==> src/rtl/router_pkt_tx.sv <==
// Packet transmitter for the 1x3 router input port: buffers a payload, then sends header, payload and parity.
// Optional parity-error resend is enabled by defining ROUTER_TX_RETRY_EN.
module router_pkt_tx #(
  parameter int WIDTH     = 8,
  parameter int LEN_W     = 6,
  parameter int MAX_RETRY = 2
) (
  input  logic             clock,
  input  logic             reset,
  input  logic             start,
  input  logic [1:0]       dest_addr,
  input  logic [LEN_W-1:0] pay_len,
  input  logic             wr_en,
  input  logic [WIDTH-1:0] wr_data,
  input  logic             busy,
  input  logic             err,
  output logic             pkt_valid,
  output logic [WIDTH-1:0] data_out,
  output logic             tx_idle,
  output logic             reject,
  output logic             done,
  output logic             fail
);

  // Handshake: the byte on data_out (with pkt_valid) is consumed at a rising edge
  // where busy==0, and the next byte appears on that same edge; busy==1 holds both.
  typedef enum logic [2:0] {
    S_IDLE, S_LOAD, S_HEADER, S_PAYLOAD, S_PARITY, S_ERR_WAIT
  } state_t;

  state_t           state, state_nxt;
  logic [WIDTH-1:0] mem [0:2**LEN_W-1];
  logic [1:0]       addr_q;
  logic [LEN_W-1:0] len_q, wr_idx, rd_idx;
  logic [WIDTH-1:0] par, hdr, hdr_in;
  logic             legal, take, last_wr, last_rd;
  logic             pv_d, done_d, fail_d, reject_d;
  logic [WIDTH-1:0] dout_d;

  assign legal   = (dest_addr != 2'd3) && (pay_len != '0);
  assign take    = !busy;
  assign last_wr = wr_en && (wr_idx == len_q - LEN_W'(1));
  assign last_rd = (rd_idx == len_q);
  assign hdr     = {len_q[WIDTH-3:0], addr_q};
  assign hdr_in  = {pay_len[WIDTH-3:0], dest_addr};

`ifdef ROUTER_TX_RETRY_EN
  localparam int RCW = (MAX_RETRY < 1) ? 1 : $clog2(MAX_RETRY + 1);
  logic [RCW-1:0] retry_cnt;
  logic           wait_cnt, err_seen, err_any, retry_go;

  assign err_any  = err_seen | err;
  assign retry_go = err_any && (retry_cnt < RCW'(MAX_RETRY));

  always_ff @(posedge clock) begin
    if (reset) begin
      retry_cnt <= '0;
      wait_cnt  <= 1'b0;
      err_seen  <= 1'b0;
    end else begin
      case (state)
        S_IDLE:   if (start && legal) retry_cnt <= '0;
        S_PARITY: if (take) begin
          wait_cnt <= 1'b0;
          err_seen <= 1'b0;
        end
        S_ERR_WAIT: begin
          wait_cnt <= 1'b1;
          err_seen <= err_any;
          if (wait_cnt && retry_go) retry_cnt <= retry_cnt + RCW'(1);
        end
        default: ;
      endcase
    end
  end
`else
  logic unused_cfg;
  assign unused_cfg = err | (MAX_RETRY != 0);
`endif

  always_ff @(posedge clock) begin
    if (reset) state <= S_IDLE;
    else       state <= state_nxt;
  end

  always_comb begin
    state_nxt = state;
    case (state)
      S_IDLE:    if (start && legal) state_nxt = S_LOAD;
      S_LOAD:    if (last_wr) state_nxt = S_HEADER;
      S_HEADER:  if (take) state_nxt = S_PAYLOAD;
      S_PAYLOAD: if (take && last_rd) state_nxt = S_PARITY;
`ifdef ROUTER_TX_RETRY_EN
      S_PARITY:   if (take) state_nxt = S_ERR_WAIT;
      S_ERR_WAIT: if (wait_cnt) state_nxt = retry_go ? S_HEADER : S_IDLE;
`else
      S_PARITY:   if (take) state_nxt = S_IDLE;
`endif
      default:   state_nxt = S_IDLE;
    endcase
  end

  always_comb begin
    pv_d     = pkt_valid;
    dout_d   = data_out;
    done_d   = 1'b0;
    fail_d   = 1'b0;
    reject_d = 1'b0;
    case (state)
      S_IDLE:   reject_d = start && !legal;
      S_LOAD:   if (last_wr) begin
        pv_d   = 1'b1;
        dout_d = hdr;
      end
      S_HEADER: if (take) dout_d = mem[0];
      S_PAYLOAD: if (take) begin
        if (last_rd) begin
          pv_d   = 1'b0;
          dout_d = par;
        end else begin
          dout_d = mem[rd_idx];
        end
      end
      S_PARITY: if (take) begin
        dout_d = '0;
`ifndef ROUTER_TX_RETRY_EN
        done_d = 1'b1;
`endif
      end
`ifdef ROUTER_TX_RETRY_EN
      S_ERR_WAIT: if (wait_cnt) begin
        if (retry_go) begin
          pv_d   = 1'b1;
          dout_d = hdr;
        end else begin
          done_d = 1'b1;
          fail_d = err_any;
        end
      end
`endif
      default: ;
    endcase
  end

  assign tx_idle = (state == S_IDLE);

  // Buffer contents are deliberately left unreset.
  always_ff @(posedge clock) begin
    if (!reset && state == S_LOAD && wr_en) mem[wr_idx] <= wr_data;
  end

  always_ff @(posedge clock) begin
    if (reset) begin
      pkt_valid <= 1'b0;
      data_out  <= '0;
      reject    <= 1'b0;
      done      <= 1'b0;
      fail      <= 1'b0;
      addr_q    <= '0;
      len_q     <= '0;
      par       <= '0;
      wr_idx    <= '0;
      rd_idx    <= '0;
    end else begin
      pkt_valid <= pv_d;
      data_out  <= dout_d;
      reject    <= reject_d;
      done      <= done_d;
      fail      <= fail_d;
      case (state)
        S_IDLE: if (start && legal) begin
          addr_q <= dest_addr;
          len_q  <= pay_len;
          par    <= hdr_in;
          wr_idx <= '0;
        end
        S_LOAD: if (wr_en) begin
          par    <= par ^ wr_data;
          wr_idx <= wr_idx + LEN_W'(1);
        end
        S_HEADER:  if (take) rd_idx <= LEN_W'(1);
        S_PAYLOAD: if (take && !last_rd) rd_idx <= rd_idx + LEN_W'(1);
        default: ;
      endcase
    end
  end

endmodule

==> config.mk <==
export PLATFORM = sky130hd
export DESIGN_NAME = router_pkt_tx
export DESIGN_NICKNAME = d
export VERILOG_FILES = /design/src/rtl/router_pkt_tx.sv
export SDC_FILE = /design/constraint.sdc
export NUM_CORES = 1
export LEC_CHECK = 0
export ABC_AREA = 1
export BUFFER_PORTS_ARGS = -buffer_cell sky130_fd_sc_hd__buf_4
export CAP_MARGIN = 20
export CORE_MARGIN = 10
export CORE_UTILIZATION = 70
export CTS_BUF_LIST = sky130_fd_sc_hd__clkbuf_2 sky130_fd_sc_hd__clkbuf_4 sky130_fd_sc_hd__clkbuf_8
export DETAILED_ROUTE_END_ITERATION = 12
export GPL_ROUTABILITY_DRIVEN = 1
export HOLD_SLACK_MARGIN = 0.03
export PLACE_DENSITY_LB_ADDON = 0.15
export SYNTH_ARGS = -nofsm -noshare
export SYNTH_HDL_FRONTEND = slang
export SYNTH_SLANG_ARGS = --single-unit
export TNS_END_PERCENT = 5
==> constraint.sdc <==
create_clock -name clock -period 4.6 [get_ports clock]
set_clock_uncertainty 0.1 [all_clocks]
set_input_delay 0.46 -clock clock [delete_from_list [all_inputs] [get_ports clock]]
set_output_delay 0.46 -clock clock [all_outputs]
set_load 0.03 [all_outputs]
# ---- Yosys cells after proc, flatten, opt, wreduce, memory -nomap -nowiden
# Memories as Yosys holds them, arrays and structs flattened. A register that Yosys moved wholly into a read port is not among the register bits.
# Index checks and enable logic that the tools add are counted.
dict set report classes {
  n_addsub 3
  eq_ne 16
  mux 30
  bitwise 3
  reduce_logical 26
}
# cell n
set op_table {}
lappend op_table {{$mux W8} 7}
lappend op_table {{$mux W6} 6}
lappend op_table {{$pmux W8 S4} 1}
lappend op_table {{$pmux W6 S2} 2}
lappend op_table {{$ne A2 B2 Y1 const B} 9}
lappend op_table {{$pmux W8 S2} 1}
lappend op_table {{$mux W3} 5}
lappend op_table {{$pmux W3 S5} 1}
lappend op_table {{$add A6 B1 Y6 const B} 2}
lappend op_table {{$eq A6 B6 Y1} 2}
lappend op_table {{$reduce_and A5 Y1} 2}
lappend op_table {{$logic_and A1 B1 Y1} 8}
lappend op_table {{$xor A8 B8 Y8} 1}
lappend op_table {{$eq A3 B2 Y1 const B} 2}
lappend op_table {{$mux W1} 6}
lappend op_table {{$reduce_and A3 Y1} 2}
lappend op_table {{$reduce_bool A2 Y1} 3}
lappend op_table {{$reduce_bool A6 Y1} 1}
lappend op_table {{$sub A6 B1 Y6 const B} 1}
lappend op_table {{$logic_not A1 Y1} 4}
lappend op_table {{$reduce_and A4 Y1} 1}
lappend op_table {{$reduce_bool A4 Y1} 1}
lappend op_table {{$reduce_or A2 Y1} 2}
lappend op_table {{$eq A3 B1 Y1 const B} 1}
lappend op_table {{6 further kinds} 7}
dict set report totals {
  reg_bits 42
  ramBits 512
  inputBits 22
  out_inout_bits 13
  wordCells 89
  mem_count 1
}
# name words word_bits read_ports rd_ports_with_merged_regs wr line_no
set memory_table {}
lappend memory_table {mem 64 8 2 1 1 32} ;# logic [WIDTH-1:0] mem [0:2**LEN_W-1];

# ---- Logic depth before layout (Yosys ltp)
dict set report depth {
  depth_word 7
  depth_mapped 16
  depth_no_buf 13
}

# ---- Least setup slack after synthesis
# OpenSTA, ideal clock, no wires.
dict set report synth_timing {
  kind {reg-to-reg}
  from {reg state[1]}
  to {mem mem[12][0] (enable)}
  setup_ns 0.370
  t_arrival_ns 1.717
  required_ns 4.130
  path_slack_ns 2.413
  stages_incl_launch_ff 10
  path_buffers 0
  synth_period_minus_slack_ns 2.187
  path_cell_list {dfxtp_1 > inv_2 > nand3_4 > inv_2 > nand2_1 > nor2_1 > inv_1 > nor2_1 > nand2_1 > nor2_1}
}
dict set report synth_between {
  elab_chain_len 5
}
# item line_no
set synth_lines {}
lappend synth_lines {{from (decl)} 31} ;# state_t state, state_nxt;
lappend synth_lines {{from (signal assigned)} 83} ;# else state <= state_nxt;
lappend synth_lines {{$eq A3 B1 Y1} 149} ;# if (!reset && state == S_LOAD && wr_en) mem[wr_idx] <= wr_data;
lappend synth_lines {{$logic_and A1 B1 Y1 (2 in series)} 149}
lappend synth_lines {{$mux W1} 149}
lappend synth_lines {{$mux W1 (implied by the code)} 149}
lappend synth_lines {{to (decl)} 32}
# Every way passes these cells.

# ---- Worst setup path in the final report
dict set report layout_timing {
  from {reg state[1]}
  to {mem mem[28][3] (enable)}
}
# The elaborated chain is that of the path after synthesis.

==> impl_metrics.toml <==
[outcome]
status = "finished, final reports clean"

[die]
die_h_um = 203
initial_core_util_pct = 70.5
core-area_sq_um = 33400
die_area_sq_um = 41300
rows = 67
io_pins = 35
fp.dieW_um = 203

[critical_path]
path_cells = "inv_2 > nand3_4 > inv_2 > nand2_1 > nor2_1 > inv_1 > nor2_1 > nand2_1 > nor2_1"
rr_worst_depth = 9
crit_path_frequent_cell = "nor2_1"
worst_path_max_delay_cell = "nor2_1"
crit_buf_inv = 3
r2r_slack_ns = 1.38
rr_endpoint = "mem[28][3]"
cp_max_fo = 19
required_ns = 4.74
cp-end-kind = "flop"
start_kind = "flop"
cpPeakStageDelay_ns = 0.80
reg2reg_from = "state[1]"
setup.worst_path.class = "flop to flop"
arrival_ns = 3.36
crit_family = "simple AND/OR/NAND/NOR gates"

[power]
power_switching_mw = 3.19
comb_power_share_pct = 15.4
vdd_drop_max_mv = 0.567
power_density_nw_per_um2 = 452
p_seq_share_pct = 49.3
power_mw = 11.6
p_sw_share_pct = 27.6
p_leak_nw = 9.28
p_int_mw = 8.39
p_clk_share_pct = 35.3

[worst_hold_path]
hold_path_class = "input port to flop"
min_to = "len_q[3]"
hold_depth = 3
hold_start = "pay_len[3]"

[global_routing]
grt_pass1_vias = 15584
grt_start_max_net_pins = 204
antenna_found_initial = 0
grt.total_usage_pct = 26.0
grt_pass1_wl_mm = 83.7
grt_overflow = 0

[timing]
setup_viol = 0
hold_viol_final = 0
timing.final.ws_setup_ns = 1.38
fin_crit_ns = 3.22
drv_slew = 0
slew_headroom_pct = 35.1
max_freq_mhz = 311
grt_setup_unrepaired = "false"
tightest_slew_ns = 0.973
finalSetupTns_ns = 0
period_share_pct = 69.9
hold_ws_ns = 0.0579

[finish]
fin_util_pct = 76.7
areaGrowthSynthToFinish_pct = 8.84
drive_gt1_share_pct = 9.39
final_nets = 2217
num_antenna_cells = 0

[route]
dr.pass1.iters = 6
drcViolationCount = 0
wirelength_mm = 54.0
post_drt_via_cell_ratio = 5.96
first_iter_violations = 1553
dr_total_vias = 16135
ant_nets = 0
wl_per_cell_um = 20.0

[synthesis]
async_reset_ff_share_pct = 0
synthFlopType = "edfxtp_1"
seq_area_frac_synth_pct = 69.5
synth_top_area_share_pct = 65.4
yosys_warnings = 0
synth-edff-count = 512
avgSynthCellArea_sq_um = 10.8
synthTopCellsByCount = "740 x nand2_1, 512 x edfxtp_1, 458 x nand3_1"
syn_nets = 2205
yosys.area.top_type = "edfxtp_1"
synth.distinct_cells = 36
synthesis.area_sq_um = 23500
ys_ff_latch = 560
synthTopCellsByArea = "edfxtp_1 65%, nand2_1 12%, nand3_1 9.7%"
yosysMostFrequentCell = "nand2_1"
synth_cells = 2180

[clock_network]
clk_pin_slew_ns = 0.06
cts_resized = 0
htreeDepth = 3
clk_latency_ns = 0.64
post_cts_buffers = 0
root_buffer = "clkbuf_8"
cts_sinks = 560
cts_made_buffers = 85
cts_hold_buffers = 6
cts_buffer_depth = 3
cts_tree = "yes"

[placement]
place_congestion = 0.915
port_buffers = 32
hpwl_mm = 30.9
place_ws_ns = 1.45

[run]
cap_violations = 0
[worst max-delay path by stage]
| stage | start | slack, ns | cells after the start | to |
|---|---|---|---|---|
| CTS | state[1] | 1.44 | 9 | mem[9][3] |
| detailed placement | state[1] | 1.45 | 9 | mem[9][0] |
| global route | state[1] | 1.25 | 9 | mem[9][1] |
| finish | state[1] | 1.38 | 9 | mem[28][3] |
| floorplan | state[1] | 2.41 | 9 | mem[12][0] |
| global placement | state[1] | 1.48 | 9 | mem[8][2] |
[registers in the layout, summed over array words and instances, names as in the netlist, named ones only]
signal and cells:
addr_q 2, data_out 8, done 1, len_q 6, mem 512, par 8, pkt_valid 1, rd_idx 6
reject 1, state 3, wr_idx 6
[cell type report]
cell class              count  area [sq um]
repair buffers             48           438
flip-flops and latches    560         16300
multi-input cells        1434          6300
clock buffers             120          1480
fillers                  2176          7760
clock inverters            32           225
inverters                  63           244
well taps                 448           561
[per-layer routing]
layer  up-vias  track usage [%]  wire [um]
met5         -                0          0
met2       860             42.0      25800
met3       126             5.43       5770
met1      7589             34.0      20600
met4         0             11.2       1840
li1       7560                -          -
[cell families (layout without fill, tap and decap cells)]
group | Yosys count | in the layout | share of synthesized area (%)
simple gates | 1342 | 1342 | 24.4
xor+xnor | 13 | 13 | 0.484
compound gates | 75 | 75 | 1.74
buf+inv | 186 | 263 | 3.74
fa+ha+maj | 3 | 3 | 0.160
flops | 560 | 560 | 69.5
other cells | 1 | 1 | 0.0159
[power groups by stage]
| stage | Clock (mW) | Combinational (mW) | Sequential [mW] |
|---|---|---|---|
| floorplan | 0 | 1.27 | 5.84 |
| global placement | 0 | 1.69 | 5.81 |
| detailed placement | 0 | 1.74 | 5.81 |
| CTS | 4.12 | 1.76 | 5.71 |
| global route | 4.36 | 1.96 | 5.71 |
| finish | 4.09 | 1.78 | 5.71 |
[tightest hold or removal path: stages]
cell and delay (ns):
buf_4 0.10, o21ai_0 0.09, a21oi_1 0.11
[cells in the final DEF (no fill, tap or decap), types with 4 or more instances in the layout]
cell type and n:
a211oi_1 6, a21oi_1 40, buf_12 5, buf_4 37
clkbuf_4 27, clkbuf_8 93, clkinv_1 17, clkinv_2 8
dfxtp_1 45, dlygate4sd3_1 6, edfxtp_1 512, inv_1 50
inv_2 11, nand2_1 740, nand3_1 458, nand4_1 6
nor2_1 114, nor2_2 6, nor3_1 4, o21ai_0 19
o21ai_1 5, xnor2_1 5, xor2_1 8
[through the flow]
stage	cells	cell area, sq um
after detailed placement	2546	23800
after CTS	2704	25600
after global routing	2705	25600
after global placement	2546	23800
final	2705	25600
after floorplan	2180	23500
Note: power is estimated with default switching activity, not from simulation.
